==> src/rtl/mov_sched_if.sv <==
// Candidate-position bus between the movement scheduler and the shared
// obstacle-collision checker.
interface mov_sched_if;
  logic [9:0] chk_x;
  logic [8:0] chk_y;
  logic       chk_hit;

  modport master (output chk_x, output chk_y, input chk_hit);
  modport slave  (input chk_x, input chk_y, output chk_hit);
endinterface

==> src/rtl/mov_sched.sv <==
// Per-frame movement scheduler: walks left/right/up/down, presents each in-bounds
// candidate to the shared collision checker and commits the moves it accepts.
module mov_sched #(
  parameter int unsigned STEP    = 2,
  parameter int unsigned X_INI   = 120,
  parameter int unsigned Y_INI   = 130,
  parameter int unsigned H_MAX   = 640,
  parameter int unsigned V_MAX   = 480,
  parameter int unsigned CHK_LAT = 2
) (
  input  logic        VGA_clk,
  input  logic        rst_n,
  input  logic        frame_tick,
  input  logic [6:0]  tamanho,
  input  logic        btn_left,
  input  logic        btn_right,
  input  logic        btn_up,
  input  logic        btn_down,
  mov_sched_if.master chk,
  output logic [9:0]  xPos,
  output logic [8:0]  yPos,
  output logic        busy,
  output logic        done,
  output logic [3:0]  blocked,
  output logic        overrun
);

  localparam int unsigned CntW = $clog2(CHK_LAT + 1);

  typedef enum logic [1:0] {StIdle, StSel, StWait, StDecide} state_e;

  state_e          state_q, state_d;
  logic [1:0]      d_q;
  logic [3:0]      req_q;
  logic [CntW-1:0] cnt_q;
  logic [9:0]      chk_x_q, x_q;
  logic [8:0]      chk_y_q, y_q;
  logic            busy_q, done_q, overrun_q;
  logic [3:0]      blocked_q;

  logic [9:0]  cand_x;
  logic [8:0]  cand_y;
  logic [10:0] x_ext, y_ext;
  logic        oob;
  logic        accept, sel_chk, set_blk, commit, advance;
  logic        lr, ud;
  logic [3:0]  req_new;

  assign x_ext   = {1'b0, x_q};
  assign y_ext   = {2'b0, y_q};
  assign lr      = btn_left & btn_right;
  assign ud      = btn_up & btn_down;
  assign req_new = {btn_down & ~ud, btn_up & ~ud, btn_right & ~lr, btn_left & ~lr};

  // Candidate and bounds test always start from the current committed position,
  // so y candidates already see this frame's x move.
  always_comb begin
    cand_x = x_q;
    cand_y = y_q;
    oob    = 1'b0;
    unique case (d_q)
      2'd0: begin
        cand_x = x_q - 10'(STEP);
        oob    = x_ext < 11'(STEP);
      end
      2'd1: begin
        cand_x = x_q + 10'(STEP);
        oob    = (x_ext + 11'(tamanho) + 11'(STEP)) > 11'(H_MAX);
      end
      2'd2: begin
        cand_y = y_q - 9'(STEP);
        oob    = y_ext < 11'(STEP);
      end
      2'd3: begin
        cand_y = y_q + 9'(STEP);
        oob    = (y_ext + 11'(tamanho) + 11'(STEP)) > 11'(V_MAX);
      end
    endcase
  end

  // State register
  always_ff @(posedge VGA_clk or negedge rst_n) begin
    if (!rst_n) state_q <= StIdle;
    else        state_q <= state_d;
  end

  // Next-state logic
  always_comb begin
    state_d = state_q;
    unique case (state_q)
      StIdle:   if (frame_tick) state_d = StSel;
      StSel: begin
        if (req_q[d_q] && !oob) state_d = StWait;
        else if (d_q == 2'd3)   state_d = StIdle;
      end
      StWait:   if (cnt_q == CntW'(1)) state_d = StDecide;
      StDecide: state_d = (d_q == 2'd3) ? StIdle : StSel;
    endcase
  end

  // Per-state control strobes
  always_comb begin
    accept  = 1'b0;
    sel_chk = 1'b0;
    set_blk = 1'b0;
    commit  = 1'b0;
    advance = 1'b0;
    unique case (state_q)
      StIdle: accept = frame_tick;
      StSel: begin
        sel_chk = req_q[d_q] & ~oob;
        set_blk = req_q[d_q] & oob;
        advance = ~sel_chk;
      end
      StWait: ;
      StDecide: begin
        set_blk = chk.chk_hit;
        commit  = ~chk.chk_hit;
        advance = 1'b1;
      end
    endcase
  end

  always_ff @(posedge VGA_clk or negedge rst_n) begin
    if (!rst_n) begin
      d_q       <= 2'd0;
      req_q     <= 4'd0;
      cnt_q     <= '0;
      chk_x_q   <= 10'(X_INI);
      chk_y_q   <= 9'(Y_INI);
      x_q       <= 10'(X_INI);
      y_q       <= 9'(Y_INI);
      busy_q    <= 1'b0;
      done_q    <= 1'b0;
      overrun_q <= 1'b0;
      blocked_q <= 4'd0;
    end else begin
      busy_q    <= (state_d != StIdle);
      done_q    <= advance && (d_q == 2'd3);
      overrun_q <= frame_tick && (state_q != StIdle);
      if (accept) begin
        req_q     <= req_new;
        blocked_q <= 4'd0;
        d_q       <= 2'd0;
      end
      if (sel_chk) begin
        chk_x_q <= cand_x;
        chk_y_q <= cand_y;
        cnt_q   <= CntW'(CHK_LAT);
      end
      if (state_q == StWait) cnt_q <= cnt_q - CntW'(1);
      if (set_blk) blocked_q[d_q] <= 1'b1;
      // The registered candidate differs from the position on one axis only.
      if (commit) begin
        x_q <= chk_x_q;
        y_q <= chk_y_q;
      end
      if (advance && (d_q != 2'd3)) d_q <= d_q + 2'd1;
    end
  end

  assign chk.chk_x = chk_x_q;
  assign chk.chk_y = chk_y_q;
  assign xPos      = x_q;
  assign yPos      = y_q;
  assign busy      = busy_q;
  assign done      = done_q;
  assign blocked   = blocked_q;
  assign overrun   = overrun_q;

endmodule

==> src/flat_wrapper.sv <==
// flat-port wrapper written by rule: the top's interface ports become plain ports
module mov_sched_flat 
#(
  parameter int unsigned STEP    = 2,
  parameter int unsigned X_INI   = 120,
  parameter int unsigned Y_INI   = 130,
  parameter int unsigned H_MAX   = 640,
  parameter int unsigned V_MAX   = 480,
  parameter int unsigned CHK_LAT = 2
)
  (VGA_clk, rst_n, frame_tick, tamanho, btn_left, btn_right, btn_up, btn_down, xPos, yPos, busy, done, blocked, overrun, chk_chk_x, chk_chk_y, chk_chk_hit);
  mov_sched_if chk_i ();
  input  logic VGA_clk;
  input  logic rst_n;
  input  logic frame_tick;
  input  logic [6:0] tamanho;
  input  logic btn_left;
  input  logic btn_right;
  input  logic btn_up;
  input  logic btn_down;
  output logic [9:0] xPos;
  output logic [8:0] yPos;
  output logic busy;
  output logic done;
  output logic [3:0] blocked;
  output logic overrun;
  output wire logic [$bits(chk_i.chk_x)-1:0] chk_chk_x;
  output wire logic [$bits(chk_i.chk_y)-1:0] chk_chk_y;
  input wire logic [$bits(chk_i.chk_hit)-1:0] chk_chk_hit;
  assign chk_chk_x = chk_i.chk_x;
  assign chk_chk_y = chk_i.chk_y;
  assign chk_i.chk_hit = chk_chk_hit;
  mov_sched #(.STEP(STEP), .X_INI(X_INI), .Y_INI(Y_INI), .H_MAX(H_MAX), .V_MAX(V_MAX), .CHK_LAT(CHK_LAT)) u_core (.VGA_clk(VGA_clk), .rst_n(rst_n), .frame_tick(frame_tick), .tamanho(tamanho), .btn_left(btn_left), .btn_right(btn_right), .btn_up(btn_up), .btn_down(btn_down), .chk(chk_i), .xPos(xPos), .yPos(yPos), .busy(busy), .done(done), .blocked(blocked), .overrun(overrun));
endmodule
==> config.mk <==
export PLATFORM = sky130hd
export DESIGN_NAME = mov_sched_flat
export DESIGN_NICKNAME = d
export VERILOG_FILES = /design/src/rtl/mov_sched_if.sv /design/src/rtl/mov_sched.sv /design/src/flat_wrapper.sv
export SDC_FILE = /design/constraint.sdc
export NUM_CORES = 1
export LEC_CHECK = 0
export CAP_MARGIN = 10
export CORE_ASPECT_RATIO = 1.1
export CORE_MARGIN = 4
export CORE_UTILIZATION = 55
export CTS_CLUSTER_SIZE = 30
export DETAILED_ROUTE_END_ITERATION = 10
export HOLD_SLACK_MARGIN = 0.1
export PLACE_DENSITY = 0.87
export SLEW_MARGIN = 20
export SYNTH_ARGS = -nofsm -noshare
export SYNTH_HDL_FRONTEND = slang
export SYNTH_SLANG_ARGS = --single-unit
==> constraint.sdc <==
create_clock -name VGA_clk -period 10 [get_ports VGA_clk]
set_input_delay 2 -clock VGA_clk [delete_from_list [all_inputs] [get_ports VGA_clk]]
set_output_delay 2 -clock VGA_clk [all_outputs]
set_load 0.005 [all_outputs]
Word level (Yosys, flattened, before mapping):

Cells that the tools add are included.
Widths: inputs -> output; s select.

* order comparisons: 6
* equality and inequality tests: 8
* mux-type cells: 24
* add/subtract/negate cells: 10
* bitwise operators: 14
* reductions and logical operators: 12

Operators with widths (number)
* $add 11x2->11 const B: 2
* $pmux 10 s2: 1
* $pmux 9 s2: 1
* $mux 2: 8
* $add 10x7->11: 1
* $gt 11x10->1 const B: 1
* $gt 11x9->1 const B: 1
* $add 10x2->10 const B: 1
* $add 9x7->10: 1
* $lt 10x2->1 const B: 1
* $sub 10x2->10 const B: 1
* $add 9x2->9 const B: 1
* $lt 9x2->1 const B: 1
* $sub 9x2->9 const B: 1
* $and 1x1->1: 8
* $eq 2x2->1 const B: 4
* $mux 4: 2
* $pmux 2 s4: 1
* $reduce_bool 2->1: 4
* $eq 2x1->1 const B: 3
* $mux 1: 6
* $logic_and 1x1->1: 5
* $not 1->1: 5
* $logic_not 2->1: 2
* other kinds (11): 12

* register bits: 55
* bits of input ports: 15
* output and inout port bits: 45
* logic and storage cells: 86

Depth between registers and ports, before layout:

* word-level depth: 10
* gate-level depth with buffers: 16
* depth with buffers taken out: 14

Least setup slack after synthesis:

Ideal clock, no wire load.

* kind: input-to-reg
* start: input tamanho[0]
* end: register u_core.chk_x_q[0] (netlist: u_core.chk.chk_x[0])
* buffers on the path: 2
* slack: 4.958 ns
* arrival time: 4.917 ns
* required time: 9.875 ns
* stages: 16
* library setup time: 0.125 ns
* cells stage by stage: ha_1 > inv_1 > fa_1 > xor2_1 > inv_1 > ha_1 > nor3_1 > nand2_1 > a21oi_1 > and4b_1 > nor4_1 > o41a_1 > and3_1 > buf_6 > buf_6 > mux2_4

* cells in the longest elaborated chain, start to end: 7
* elaborated cells between the ends (all ways): 10
* classes of those cells: 4 x add/sub; 2 x order compare; 2 x mux; 2 x bitwise

RTL lines
* from (decl): line flat_wrapper.sv:16 `input logic [6:0] tamanho;`
* $add 10x7->11 or $add 9x7->10 (tied branches): line mov_sched.sv:68, mov_sched.sv:76
* $add 11x2->11 (on tied branches): line mov_sched.sv:68, mov_sched.sv:76
* $gt 11x10->1 or $gt 11x9->1 (tied branches): line mov_sched.sv:68, mov_sched.sv:76
* $pmux 1 s4 *: line mov_sched.sv:61 `unique case (d_q)`
* $not 1->1 *: line mov_sched.sv:111 `sel_chk = req_q[d_q] & ~oob;`
* $and 1x1->1 *: line mov_sched.sv:111
* $mux 1 *: line mov_sched.sv:108 `unique case (state_q)`
* to (signal assigned): line mov_sched.sv:129 `chk_x_q <= 10'(X_INI);`
* to (signal assigned): line mov_sched.sv:147 `chk_x_q <= cand_x;`
* to (decl): line mov_sched.sv:36 `logic [9:0] chk_x_q, x_q;`

Every way passes the cells marked *; elsewhere a longest branch is shown, timed or not.
A chain may end at the register's enable or synchronous reset.

Worst setup path in the final report:

* start: input tamanho[0]
* end: register u_core.chk_x_q[1] (netlist: u_core.chk.chk_x[1])

The elaborated chain is that of the path after synthesis.

==> impl_metrics.py <==
metrics = {
    "critical_path": {
        "required_ns": 10.19,
        "cpPeakStageDelay_ns": 0.52,
        "cp-end-kind": "register",
        "crit_slowest_cell": "clkdlybuf4s50_1",
        "crit_path_max_fanout": 16,
        "start_kind": "primary input",
        "worstSetupPathType": "primary input to register",
        "path_cells": "clkdlybuf4s50_1, ha_1, inv_1, fa_1, xor2_1, inv_1, ha_1, nor3_1, nand2_1, a21oi_1, and4b_1, nor4_1, o41a_1, and3_1, buf_4, mux2_2",
        "worstPathArrival_ns": 6.23,
    },
    "place": {
        "place_inst": 547,
        "gp_congestion": 0.8798,
        "portBuffers": 59,
        "place_ws_ns": 3.674,
        "place_hpwl_um": 7090,
    },
    "grt": {
        "grt.overflow.total": 0,
        "antenna_found_initial": 0,
        "grtUsageTotal_pct": 21.70,
        "grt_max_degree": 56,
        "grt_pass1_vias": 3312,
        "grt_pass1_wl_um": 16080,
    },
    "routing": {
        "drc_errors": 0,
        "ant_nets": 0,
        "wirelength_um": 9558,
        "drtIter0Drc": 256,
        "wl_per_cell_um": 17.22,
        "first_pass_iters": 5,
        "vias": 3411,
        "vias_per_cell": 6.146,
    },
    "cts": {
        "cts_hold_buf": 0,
        "post-cts-setup-buffers": 0,
        "clock_path_buffers": 2,
        "clk_root_buffer_cell": "clkbuf_8",
        "ctsResizeCount": 0,
        "cts_buffers": 5,
        "cts_tree": "yes",
        "clk-insertion-delay-late_ns": 0.31,
        "clock-sinks": 55,
        "h-tree-depth": 2,
        "path_clk_slew_ns": 0.10,
    },
    "synth": {
        "synth.avg_cell_area_um2": 9.580,
        "synth_cells": 431,
        "ys_types": 71,
        "netlist_area_um2": 4129,
        "ys.flop_type": "dfrtp_1",
        "ys_seq_area_share_pct": 33.70,
        "async_reset_ff_share_pct": 100.0,
        "synth_edf_count": 0,
        "synth_warnings": 0,
        "syn_nets": 479,
        "ys_seq_elements": 55,
    },
    "finish": {
        "n_antenna_cell": 0,
        "multi_input_area_um2": 2477,
        "fin_cells": 555,
        "drive_above_1_share_pct": 14.47,
        "syn2layout_area_growth_pct": 15.39,
        "ff_latch_area_um2": 1391,
        "nNetsFinal": 517,
        "n_fill_cell": 543,
    },
    "power_and_ir_drop": {
        "switching_share_pct": 42.32,
        "p_switching_uw": 596.1,
        "p_per_area_nw_per_um2": 295.6,
        "comb_power_share_pct": 58.1,
        "finalPower_uw": 1408,
        "ir_worst_vdd_mv": 0.1827,
        "p_clk_share_pct": 8.5,
        "p_seq_share_pct": 33.3,
        "leakagePower_uw": 0.002080,
        "p_int_uw": 812.4,
    },
    "timing": {
        "tightest_slew_ns": 0.9514,
        "setup_ws_ns": 3.961,
        "max_slew_margin_pct": 36.57,
        "max_freq_mhz": 165.6,
        "slew_violations": 0,
        "fin_crit_ns": 6.039,
        "finalHoldViolCount": 0,
        "rsz0062_at_grt": "false",
        "setup_viol_count_final": 0,
        "fin_worst_skew_ns": 0.01377,
        "period_share_pct": 60.39,
        "fin_tns_setup_ns": 0,
        "hold_ws_ns": 0.4836,
    },
    "die": {
        "start_util_pct": 57.61,
        "die_width_um": 90.61,
        "core_um2": 7167,
        "io-pin-count": 60,
        "dieArea_um2": 8959,
        "rows": 32,
        "die_h_um": 98.87,
    },
    "worst_hold_path": {
        "hp-class": "register to register",
    },
    "outcome": {
        "status": "finished, final reports clean",
    },
    "flow_run": {
        "cap_violations": 0,
    },
}
-- cells in the final DEF, fill, tap and decap left out, types with 4 or more instances in the layout --
master and count:
clkbuf_8 5, mux2_4 13, nor2_1 28, a22o_1 4, nand2_1 35, o31ai_1 5, clkdlybuf4s50_1 58, ha_1 31
or3_1 5, inv_1 28, mux2_2 18, o21ai_0 18, xor2_1 13, xnor2_1 7, nand2b_1 14, and3_1 5
nor3_1 12, o22ai_1 4, nand3_1 16, mux2i_1 15, a21oi_1 10, dfstp_2 12, dfrtp_1 43
-- sequential cells by signal (all words and copies together) (netlist names), 2 cells and up --
register / cells
u_core.req_q: 4
u_core.d_q: 2
u_core.state_q: 2
u_core.blocked: 4
u_core.yPos: 9
u_core.cnt_q: 2
u_core.chk.chk_x: 10
u_core.chk.chk_y: 9
u_core.xPos: 10
-- layout make-up --
class,instances,area share [%]
clock buffers,5,1.444
clock inverters,3,0.3151
inverters,28,2.206
multi-input cells,318,52.00
flip-flops and latches,55,29.20
well taps,85,2.232
repair buffers,61,12.61
-- synthesized netlist by cell type (7+ instances only) --
master	count	area (um^2)
a21oi_1	10	50.05
clkbuf_1	21	78.83
dfrtp_1	43	1076
dfstp_2	12	315.3
ha_1	31	387.9
inv_1	28	105.1
mux2_2	18	202.7
mux2_4	13	195.2
mux2i_1	15	150.1
nand2_1	35	131.4
nand2b_1	14	87.58
nand3_1	16	80.08
nor2_1	28	105.1
nor3_1	12	60.06
o21ai_0	18	90.09
xnor2_1	7	61.31
xor2_1	13	113.9
-- power groups by stage --
| stage | sequential, uW | clock [uW] | combinational, uW |
|---|---|---|---|
| after CTS | 467 | 124 | 818 |
| after global routing | 487 | 133 | 905 |
| final | 470 | 120 | 819 |
| after floorplan | 396 | 0 | 618 |
| after detailed placement | 469 | 0 | 813 |
| after global placement | 464 | 0 | 787 |
-- final timing paths --
path | start | end | slack (ns) | depth (start not counted)
max in group asynchronous | rst_n | u_core.yPos[8] | 7.74 | 2
hold reg to reg | u_core.req_q[2] | u_core.req_q[2] | 0.48 | 2
min in group asynchronous | rst_n | u_core.chk.chk_x[7] | 1.81 | 2
setup reg to reg | u_core.yPos[1] | u_core.chk.chk_x[1] | 5.62 | 14
setup / recovery | tamanho[0] | u_core.chk.chk_x[1] | 3.96 | 16
hold / removal | u_core.req_q[2] | u_core.req_q[2] | 0.48 | 2
-- routing by layer --
| layer | part of all wire [%] | global-route usage, % |
|---|---|---|
| met4 | 2.1 | 7.185 |
| met5 | 0 | 0 |
| met2 | 47 | 34.68 |
| met3 | 5.1 | 2.672 |
| met1 | 46 | 30.59 |
-- critical path, delay by kind of cell --
kind	cells	cell delay (ns)
fa+ha+maj	3	0.92
xor+xnor	1	0.27
simple gates	5	1.26
compound gates	2	0.40
mux	1	0.36
buf+inv	4	1.01
-- cell families after synthesis --
| group | share of synthesized area [%] |
|---|---|
| AO/OA/AOI/OAI | 14.97 |
| XOR/XNOR | 4.242 |
| adder cells (fa/ha/maj) | 10.36 |
| buffers and inverters | 6.303 |
| flip-flops | 33.70 |
| multiplexers | 13.82 |
| AND/OR/NAND/NOR | 16.61 |
-- per-stage QoR --
step	util, %	cell area (um^2)
detailed placement	65.31	4681
finish	66.48	4765
floorplan	-	4129
CTS	66.48	4765
global route	66.48	4765
global placement	65.31	4681
(Power assumes the default switching activity.)
==> RTL change 1 (same settings) <==
Register the output `done` once more, with the module's reset; this adds one clock of latency there. The other outputs are not delayed to match.
--- a/src/rtl/mov_sched.sv
+++ b/src/rtl/mov_sched.sv
@@ -164,7 +164,13 @@
   assign xPos      = x_q;
   assign yPos      = y_q;
   assign busy      = busy_q;
-  assign done      = done_q;
+  always_ff @(posedge VGA_clk or negedge rst_n) begin
+    if (!rst_n) begin
+      done <= '0;
+    end else begin
+      done <= done_q;
+    end
+  end
   assign blocked   = blocked_q;
   assign overrun   = overrun_q;
 
Formal check against the unedited RTL: not equivalent (Yosys sat finds a counterexample within 10 cycles, from zero or initial values and one cycle with rst_n low).
==> RTL change 1 against the unedited design <==
Sequential cell count grew 1; sequential power grew 4%; routed wire length grew 4.6%; register-to-register slack lost 0.12 ns; sequential share of layout area shrank 0.064 points; clock power grew 68%; total power grew 12%; setup slack lost 0.0016 ns; area after synthesis shrank 0.52%; first-iteration DRC count shrank 6.6%; final area grew 2.0%; count of clock-buffer cells in the layout is the same; critical path type unchanged; largest power group unchanged; highest routed layer unchanged.
==> RTL change 1: results (changes against the unedited design) <==
cpPeakStageDelay_ns: 0.81  # was 0.52 ns
r2r_slack_ns: 5.50  # was 5.62 ns
reg2reg_to: "u_core.chk.chk_x[2]"  # was u_core.chk.chk_x[1]
seq_area_frac_synth_pct: 34.5  # was 33.7%
hpwlAfterDp_um: 7500  # was 7090 µm
drtIter0Drc: 239  # was 256
grt_pass1_wl_um: 17000  # was 16100 µm
grt_pass1_vias: 3580  # was 3312
worstHoldStart: "u_core.done_q"  # was u_core.req_q[2]
grt_usage_pct: 23.1  # was 21.7%
r2r-start: "u_core.xPos[1]"  # was u_core.yPos[1]
synthTopCellsByCount: "dfrtp_1 (44), nand2_1 (37), ha_1 (31)"  # was dfrtp_1 (43), nand2_1 (35), ha_1 (31)
wire_per_inst_um: 17.9  # was 17.2 µm
pre_cts_slack_ns: 3.63  # was 3.67 ns
fin_worst_skew_ns: 0.0169  # was 0.0138 ns
layout-drive-gt1-share_pct: 13.5  # was 14.5%
setup_ws_ns: 3.96  # about the same
ys_top_cells_by_area: "dfrtp_1 (27%), ha_1 (9.4%), dfstp_2 (7.7%)"  # was dfrtp_1 (26%), ha_1 (9.4%), dfstp_2 (7.6%)
grt_max_degree: 57  # was 56
path_max_fanout: 11  # was 16
endpoint: "u_core.chk.chk_x[2]"  # was u_core.chk.chk_x[1]
ir_worst_vdd_uv: 159  # was 183 µV
p_leak_uw: 0.00210  # was 0.00208 µW
drt-vias-per-instance: 6.29  # was 6.15
status: "completed"  # unchanged
mappedNetlistNets: 477  # was 479
gp_congestion: 0.830  # was 0.880
crit_arrival_ns: 6.26  # was 6.23 ns
slowest_stage: "nor4_4"  # was clkdlybuf4s50_1
fillers: 553  # was 543
-- RTL change 1: cell type report --
cell class,instances,area [µm²],share of cell area [%]
clock buffer,5,68.8,1.42
clock inverter,3,90.1,1.85
inverter,27,101,2.08
multi-input combinational,322,2480,51.0
sequential,56,1420,29.1
tap,85,106,2.19
timing repair buffer,61,601,12.4
-- RTL change 1: power breakdown --
part	switching [µW]	internal (µW)	leakage, µW
registers	156	333	0.000689
logic	423	462	0.00133
clock network	76.0	125	0.0000784
total	655	920	0.00210
-- RTL change 1: cell families (layout without fill, tap and decap cells) --
family	after synthesis	after routing	share of synthesized area [%]
buffers and inverters	51	96	5.42
multiplexers	42	42	12.5
flip-flops	56	56	34.5
XOR/XNOR	16	16	3.41
AO/OA/AOI/OAI	98	98	16.5
adder cells (fa/ha/maj)	33	33	10.4
AND/OR/NAND/NOR	133	133	17.2
-- RTL change 1: through the flow --
step | util [%] | instances | total power (µW) | cell area, µm² | hold WS (ns)
6_report | 68.2 | 559 | 1570 | 4860 | 0.360
5_1_grt | 68.2 | 559 | 1690 | 4860 | 0.371
2_1_floorplan | - | 429 | 1070 | 4110 | 0.331
4_1_cts | 68.2 | 559 | 1570 | 4860 | 0.362
3_5_place_dp | 66.0 | 551 | 1370 | 4700 | 0.341
3_3_place_gp | 66.0 | 551 | 1320 | 4700 | 0.354
-- RTL change 1: worst min-delay path by stage --
stage	to	cells past startpoint	slack [ns]
2_1_floorplan	u_core.done	0	0.33
3_3_place_gp	u_core.done	0	0.35
3_5_place_dp	u_core.done	0	0.34
4_1_cts	u_core.done	0	0.36
5_1_grt	u_core.done	0	0.37
6_report	u_core.done	0	0.36
-- RTL change 1: layer usage --
| metal | GRT usage [%] | wire length, µm |
|---|---|---|
| met1 | 28.5 | 4200 |
| met2 | 41.3 | 5080 |
| met3 | 3.13 | 442 |
| met4 | 8.60 | 280 |
| met5 | 0 | 0 |
-- RTL change 1: worst max-delay path, delay by kind of cell --
family / cells / cell delay, ns
muxes: 2 / 0.49
AOI/OAI and AO/OA: 4 / 0.86
buffers and inverters: 5 / 1.07
and+or+nand+nor: 2 / 0.97
adders and majority gates: 3 / 0.86
==> RTL change 2 (same flow settings) <==
Made on the original files. `CHK_LAT` is set to 2 in 2 places; all go to 4.
--- a/src/rtl/mov_sched.sv
+++ b/src/rtl/mov_sched.sv
@@ -6,7 +6,7 @@
   parameter int unsigned Y_INI   = 130,
   parameter int unsigned H_MAX   = 640,
   parameter int unsigned V_MAX   = 480,
-  parameter int unsigned CHK_LAT = 2
+  parameter int unsigned CHK_LAT = 4
 ) (
   input  logic        VGA_clk,
   input  logic        rst_n,
--- a/src/flat_wrapper.sv
+++ b/src/flat_wrapper.sv
@@ -6,7 +6,7 @@
   parameter int unsigned Y_INI   = 130,
   parameter int unsigned H_MAX   = 640,
   parameter int unsigned V_MAX   = 480,
-  parameter int unsigned CHK_LAT = 2
+  parameter int unsigned CHK_LAT = 4
 )
   (VGA_clk, rst_n, frame_tick, tamanho, btn_left, btn_right, btn_up, btn_down, xPos, yPos, busy, done, blocked, overrun, chk_chk_x, chk_chk_y, chk_chk_hit);
   mov_sched_if chk_i ();
Formal check against the unedited RTL: not equivalent (Yosys sat finds a counterexample within 10 cycles, from zero or initial values and one cycle with rst_n low).
==> RTL change 2 against the unedited design <==
Final area grew 3.4%; clock power is 10% higher; cell count grew 5.2%; total power is 5.1% higher; area after synthesis increased by 2.1%; routed wire length up 7.6%; setup slack gained 0.71 ns; sequential cell count increased by 1; critical path type unchanged; largest cell class unchanged; highest routed layer unchanged.
==> RTL change 2: results (changes against the unedited design) <==
setup_ws_ns: 4.67  # was 3.96 ns
synthTopCellsByCount: "dfrtp_1 (44), nor2_1 (37), ha_1 (32)"  # was dfrtp_1 (43), nand2_1 (35), ha_1 (31)
endpoint: "u_core.chk.chk_x[2]"  # was u_core.chk.chk_x[1]
r2r_slack_ns: 6.21  # was 5.62 ns
routed_wl_um: 10300  # was 9560 µm
vias: 3565  # was 3411
antenna_found_initial: 0  # unchanged
grt_usage_pct: 23.1  # was 21.7%
r2r-start: "u_core.xPos[1]"  # was u_core.yPos[1]
seqPwrFrac_pct: 32.0  # was 33.3%
pre_cts_slack_ns: 4.37  # was 3.67 ns
crit_start: "tamanho[1]"  # was tamanho[0]
path_max_fanout: 20  # was 16
seq_area_frac_synth_pct: 33.6  # was 33.7%
mappedNetlistNets: 484  # was 479
fin_nets: 527  # was 517
cts_max_level: 2  # unchanged
cpPeakStageDelay_ns: 0.49  # was 0.52 ns
hpwlAfterDp_um: 7490  # was 7090 µm
met2_usage_pct: 38.0  # was 34.7%
post_cts_buffers: 0  # unchanged
async_reset_ff_share_pct: 100  # unchanged
ir_worst_vdd_uv: 152  # was 183 µV
tightest_slew_ns: 0.736  # was 0.951 ns
grt_pass1_wl_um: 17200  # was 16100 µm
use_met3_pct: 3.75  # was 2.67%
yosysUniqueCellTypes: 65  # was 71
layout-drive-gt1-share_pct: 15.7  # was 14.5%
synth.avg_cell_area_um2: 9.69  # was 9.58 µm²
crit_arrival_ns: 5.54  # was 6.23 ns
place_area_um2: 4820  # was 4680 µm²
p_leak_uw: 0.00212  # was 0.00208 µW
use_met1_pct: 30.9  # was 30.6%
syn_to_final_growth_pct: 17.0  # was 15.4%
switching_share_pct: 43.0  # was 42.3%
fillers: 618  # was 543
drtIter0Drc: 243  # was 256
worstHoldPathType: "reg2reg"  # unchanged
p_clk_uw: 132  # was 120 µW
gp_congestion: 0.884  # was 0.880
wire_per_inst_um: 17.6  # was 17.2 µm
fin_worst_skew_ns: 0.0142  # was 0.0138 ns
status: "completed"  # unchanged
post_cts_resized: 0  # unchanged
internal_power_uw: 843  # was 812 µW
grt_max_degree: 57  # was 56
ys_top_cells_by_area: "dfrtp_1 (26%), ha_1 (9.5%), dfstp_2 (7.5%)"  # was dfrtp_1 (26%), ha_1 (9.4%), dfstp_2 (7.6%)
-- RTL change 2: changes by cell type in the layout (fill, tap and decap cells not counted), sizes merged, moves of 5 or more --
cell    delta
nand2     -10
a21oi     +10
xor2       -5
nor2b      +5
mux2       +7
xnor2      +7
or3        -5
nand2b     -7
nor2       +9
a31oi      +5
mux2i     -13
-- RTL change 2: kinds of logic (layout without fill, tap and decap cells) --
kind of cell	Yosys count	count (layout)	synth area share, %
compound gates	96	96	16.8
mux	41	41	12.8
simple gates	134	134	16.6
xor+xnor	22	22	4.57
fa+ha+maj	34	34	10.5
flops	56	56	33.6
buf+inv	52	96	5.20
-- RTL change 2: final cells by class --
cell class	instances	share of cell area, %
inverter	27	2.06
clock buffer	6	1.68
sequential	56	28.7
clock inverter	2	0.203
multi-input combinational	327	52.3
timing repair buffer	61	12.3
tap	105	2.67
-- RTL change 2: critical path, delay by kind of cell --
kind	cells	cell delay [ns]
buf+inv	4	0.69
fa+ha+maj	3	0.85
mux	1	0.34
simple gates	2	0.69
xor+xnor	1	0.17
compound gates	4	0.77
-- RTL change 2: per-layer routing --
layer  wire, µm  vias to the layer above  share of wire (%)
li1           -                     1661                  -
met3        550                       18                5.3
met2       5050                      128                 49
met5          0                        -                  0
met4        220                        0                2.1
met1       4460                     1758                 43
-- RTL change 2: worst min path at each step --
stage / startpoint / endpoint / slack (ns) / cells after the start
after floorplan: u_core.req_q[2] / u_core.req_q[2] / 0.44 / 2
final: u_core.req_q[0] / u_core.req_q[0] / 0.50 / 2
after CTS: u_core.req_q[0] / u_core.req_q[0] / 0.50 / 2
after detailed placement: u_core.req_q[0] / u_core.req_q[0] / 0.48 / 2
after global placement: u_core.req_q[2] / u_core.req_q[2] / 0.46 / 2
after global routing: u_core.req_q[2] / u_core.req_q[2] / 0.52 / 2
